File: src/rtl/clk_div_pkg.sv
// Shared defaults and register-width helper for the PWM clock divider.
package clk_div_pkg;

    localparam int PERIOD_DEF    = 10;
    localparam int DUTY_INIT_DEF = 5;
    localparam int DUTY_STEP_DEF = 1;

    // Bits needed to hold every value in 0..max_val, never less than one.
    function automatic int width_for(input int max_val);
        return (max_val < 2) ? 1 : $clog2(max_val + 1);
    endfunction

endpackage

File: src/rtl/clk_div_rise_detect.sv
// Single-register rising-edge detector for a level request input.
module rise_detect (
    input  logic clk_i,
    input  logic rst_ni,
    input  logic d_i,
    output logic rise_o
);

    logic d_q;

    always_ff @(posedge clk_i or negedge rst_ni) begin
        if (!rst_ni) begin
            d_q <= 1'b0;
        end else begin
            d_q <= d_i;
        end
    end

    assign rise_o = d_i & ~d_q;

endmodule

File: src/rtl/clk_div_pwm.sv
// Clock divider with PWM duty stepped by inc/dec requests; duty changes take
// effect only at a period boundary so no period is ever truncated.
module clk_div_pwm
    import clk_div_pkg::*;
#(
    parameter int PERIOD    = PERIOD_DEF,
    parameter int DUTY_INIT = DUTY_INIT_DEF,
    parameter int DUTY_STEP = DUTY_STEP_DEF
) (
    input  logic clk_in,
    input  logic rst,
    input  logic inc,
    input  logic dec,
    output logic clk_out
);

    localparam int CW     = width_for(PERIOD - 1);
    localparam int DW     = width_for(PERIOD);
    localparam int STEP_C = (DUTY_STEP > PERIOD) ? PERIOD : DUTY_STEP;

    localparam logic [CW-1:0] CNT_LAST = CW'(PERIOD - 1);
    localparam logic [DW:0]   PERIOD_X = (DW + 1)'(PERIOD);
    localparam logic [DW:0]   STEP_X   = (DW + 1)'(STEP_C);
    localparam logic [DW-1:0] DUTY_RST = DW'(DUTY_INIT);

    logic [CW-1:0] cnt_q, cnt_d;
    logic [DW-1:0] duty_pend_q, duty_pend_d;
    logic [DW-1:0] duty_act_q, duty_act_d;
    logic          clk_out_q, clk_out_d;
    logic          inc_rise, dec_rise;
    logic          wrap;
    logic [DW:0]   pend_x, sum_x, diff_x;

    rise_detect u_inc_rise (
        .clk_i  (clk_in),
        .rst_ni (rst),
        .d_i    (inc),
        .rise_o (inc_rise)
    );

    rise_detect u_dec_rise (
        .clk_i  (clk_in),
        .rst_ni (rst),
        .d_i    (dec),
        .rise_o (dec_rise)
    );

    assign wrap = (cnt_q == CNT_LAST);

    always_comb begin
        cnt_d       = wrap ? '0 : cnt_q + CW'(1);
        // One extra bit so the saturation compare sees the true sum.
        pend_x      = {1'b0, duty_pend_q};
        sum_x       = pend_x + STEP_X;
        diff_x      = pend_x - STEP_X;
        duty_pend_d = duty_pend_q;
        if (inc_rise && !dec_rise) begin
            duty_pend_d = (sum_x > PERIOD_X) ? DW'(PERIOD_X) : DW'(sum_x);
        end else if (dec_rise && !inc_rise) begin
            duty_pend_d = (pend_x < STEP_X) ? '0 : DW'(diff_x);
        end
        duty_act_d  = wrap ? duty_pend_q : duty_act_q;
        clk_out_d   = (DW'(cnt_q) < duty_act_q);
    end

    always_ff @(posedge clk_in or negedge rst) begin
        if (!rst) begin
            cnt_q       <= '0;
            duty_pend_q <= DUTY_RST;
            duty_act_q  <= DUTY_RST;
            clk_out_q   <= 1'b0;
        end else begin
            cnt_q       <= cnt_d;
            duty_pend_q <= duty_pend_d;
            duty_act_q  <= duty_act_d;
            clk_out_q   <= clk_out_d;
        end
    end

    assign clk_out = clk_out_q;

endmodule

File: config.mk
export PLATFORM = sky130hd
export DESIGN_NAME = clk_div_pwm
export DESIGN_NICKNAME = d
export VERILOG_FILES = /design/src/rtl/clk_div_pkg.sv /design/src/rtl/clk_div_rise_detect.sv /design/src/rtl/clk_div_pwm.sv
export SDC_FILE = /design/constraint.sdc
export NUM_CORES = 1
export LEC_CHECK = 0
export CORE_MARGIN = 4
export CORE_UTILIZATION = 50
export CTS_BUF_LIST = sky130_fd_sc_hd__clkbuf_4 sky130_fd_sc_hd__clkbuf_8 sky130_fd_sc_hd__clkbuf_16
export CTS_CLUSTER_DIAMETER = 100
export CTS_CLUSTER_SIZE = 40
export DETAILED_ROUTE_END_ITERATION = 6
export HOLD_SLACK_MARGIN = 0.02
export PLACE_DENSITY = 0.68
export SLEW_MARGIN = 20
export SYNTH_ARGS = -nofsm -noshare
export SYNTH_HDL_FRONTEND = slang
export SYNTH_HIERARCHICAL = 1
export SYNTH_SLANG_ARGS = --single-unit
File: constraint.sdc
create_clock -name clk_in -period 2.09 [get_ports clk_in]
set_input_delay 0.5225 -clock clk_in [delete_from_list [all_inputs] [get_ports clk_in]]
set_output_delay 0.5225 -clock clk_in [all_outputs]
set_load 0.02 [all_outputs]
==> reports/qor.yml <==
period_share_pct: 85.7
rows: 14
rsz0062_at_grt: "false"
syn_area_per_cell_um2: 9.77
intPower_mw: 0.704
synth_edf_count: 0
gr-total-overflow: 0
fp.dieH_um: 49.7
nNetsFinal: 109
cts_hold_buf: 0
p_per_area_nw_per_um2: 1170
start_util_pct: 55.2
p_seq_share_pct: 43.3
layout_commonest_cell: "inv_1"
status: "finished clean"
area.growth.synth_to_final_pct: 11.1
vias: 631
grt_use_total_pct: 15.1
hpwl_um: 1100
worstPathArrival_ps: 2030
first_pass_iters: 4
setup_violations: 0
pwr-share-comb_pct: 40.3
grt_pass1_vias: 640
critPathKind: "input pin to register"
htree_levels: 1
layout_common_cells: "inv_1, dfrtp_1, nand2_1, o21ai_0, ha_1"
power.leakage_nw: 0.447
syn_area_um2: 870
ys_types: 31
n_fill_cell: 132
dr.first_iter.drc_count: 14
power_mw: 1.13
clock_sinks: 15
pwr-share-clk_pct: 16.4
critPathLaunchType: "input pin"
cts_buffer_depth: 2
pre_cts_ws_ps: 0.351
cts_resized: 0
report.final.hold_viol_count: 0
avgRoutedWirePerCell_um: 13.5
end_kind: "register"
grt_pass1_wl_um: 2810
clockRootBuffer: "clkbuf_4"
insertedDiodeCount: 0
slew_viol_final: 0
yosysWarnings: 6
synthArstFlopShare_pct: 100
cts_tree: "yes"
core_um2: 1580
p_switching_mw: 0.429
dpl.cell_count: 109
drt_wl_total_um: 1520
antenna_found_initial: 0
swShare_pct: 37.9
hold_path.class: "register to register"
finalNonFillerCells: 113
multi_input_area_um2: 432
drv_cap: 0
die_w_um: 49.7
seq_area_frac_synth_pct: 43.7
regArea_um2: 380
clock_latency_ps: 290
clk_pin_slew_ps: 90
fmax_mhz: 558
cts_made_buffers: 3
crit_path_max_fanout: 7
yosys_register_bits: 15
vdd_drop_max_mv: 0.596
final_util_pct: 61.3
hold_slack_ps: 513
grt_max_degree: 16
finalCriticalPeriod_ps: 1790
synthFlopType: "dfrtp_1"
cts_setup_buffers: 0
required_ps: 2330
synth_cells: 89
antenna_left: 0
tightestPinTransition_ps: 309
gp_congestion: 0.785
remaining_drc_errors: 0
relSlewSlack_pct: 79.1
via_per_inst: 5.58
syn_nets: 100
fin_skew_ps: 5.90
drive_gt1_share_pct: 18.6
die-area_um2: 2470
io_pins: 5
layout_setup_ws_ps: 299
io_buffers: 4
## cells in the mapped netlist (2+ instances only)
master | count | area [um2]
nor2_1 | 3 | 11.3
nor2b_4 | 2 | 27.5
o22ai_1 | 3 | 18.8
nand2b_1 | 3 | 18.8
ha_1 | 7 | 87.6
inv_1 | 12 | 45.0
a21oi_1 | 4 | 20.0
nand2_1 | 10 | 37.5
a31o_2 | 2 | 17.5
dfstp_2 | 4 | 105
dfrtp_1 | 11 | 275
o21ai_0 | 9 | 45.0
## cells by family after synthesis
logic type	Yosys count	synth area share [%]
DFF	15	43.7
buffers and inverters	15	6.62
AOI/OAI and AO/OA	27	21.6
muxes	1	1.29
adders and majority gates	7	10.1
xor gates and xnor gates	1	1.01
and+or+nand+nor	23	15.7
## area by class of cell
type	instances	share of cell area [%]
flip-flops and latches	15	39.4
repair buffers	6	5.70
clock buffers	4	3.11
inverters	13	5.05
well taps	16	2.07
multi-input cells	59	44.7
## registers in the layout (all words and copies together), names as in the netlist
signal          cells
cnt_q               4
clk_out             1
duty_pend_q         4
u_inc_rise/d_q      1
u_dec_rise/d_q      1
duty_act_q          4
## worst max-delay path, stage by stage
cell and delay (ps):
clkdlybuf4s50_1 480, nor2b_4 130, inv_1 40, ha_1 360, o21ai_0 190, o41ai_1 90
a31o_2 220
## routing by layer
metal / up-vias / share of wire [%] / global-route usage (%)
li1: 324 / - / -
met1: 288 / 50 / 18.9
met2: 13 / 43 / 21.8
met3: 6 / 3.7 / 5.42
met4: 0 / 2.8 / 9.68
met5: - / 0 / 0
## power groups by stage
stage / Sequential [mW] / Clock [mW] / Combinational (mW)
floorplan: 0.468 / 0 / 0.360
global placement: 0.495 / 0 / 0.446
detailed placement: 0.499 / 0 / 0.451
CTS: 0.492 / 0.193 / 0.456
global route: 0.508 / 0.208 / 0.530
finish: 0.491 / 0.186 / 0.457
## final timing paths
check	start	endpoint	slack [ps]	cells after the start
max	dec	duty_pend_q[2]	300	7
min	duty_act_q[2]	duty_act_q[2]	510	2
max reg2reg	duty_pend_q[0]	duty_pend_q[1]	450	5
min reg2reg	duty_act_q[2]	duty_act_q[2]	510	2
max in group asynchronous	rst	duty_act_q[0]	1320	2
min in group asynchronous	rst	clk_out	530	2
## metrics by stage
step,area [um2],TNS [ps]
final,966,0
after global routing,966,0
after CTS,966,0
after detailed placement,936,0
after global placement,936,-9.34
after floorplan,870,0
Power figures use the tool's default switching activity.
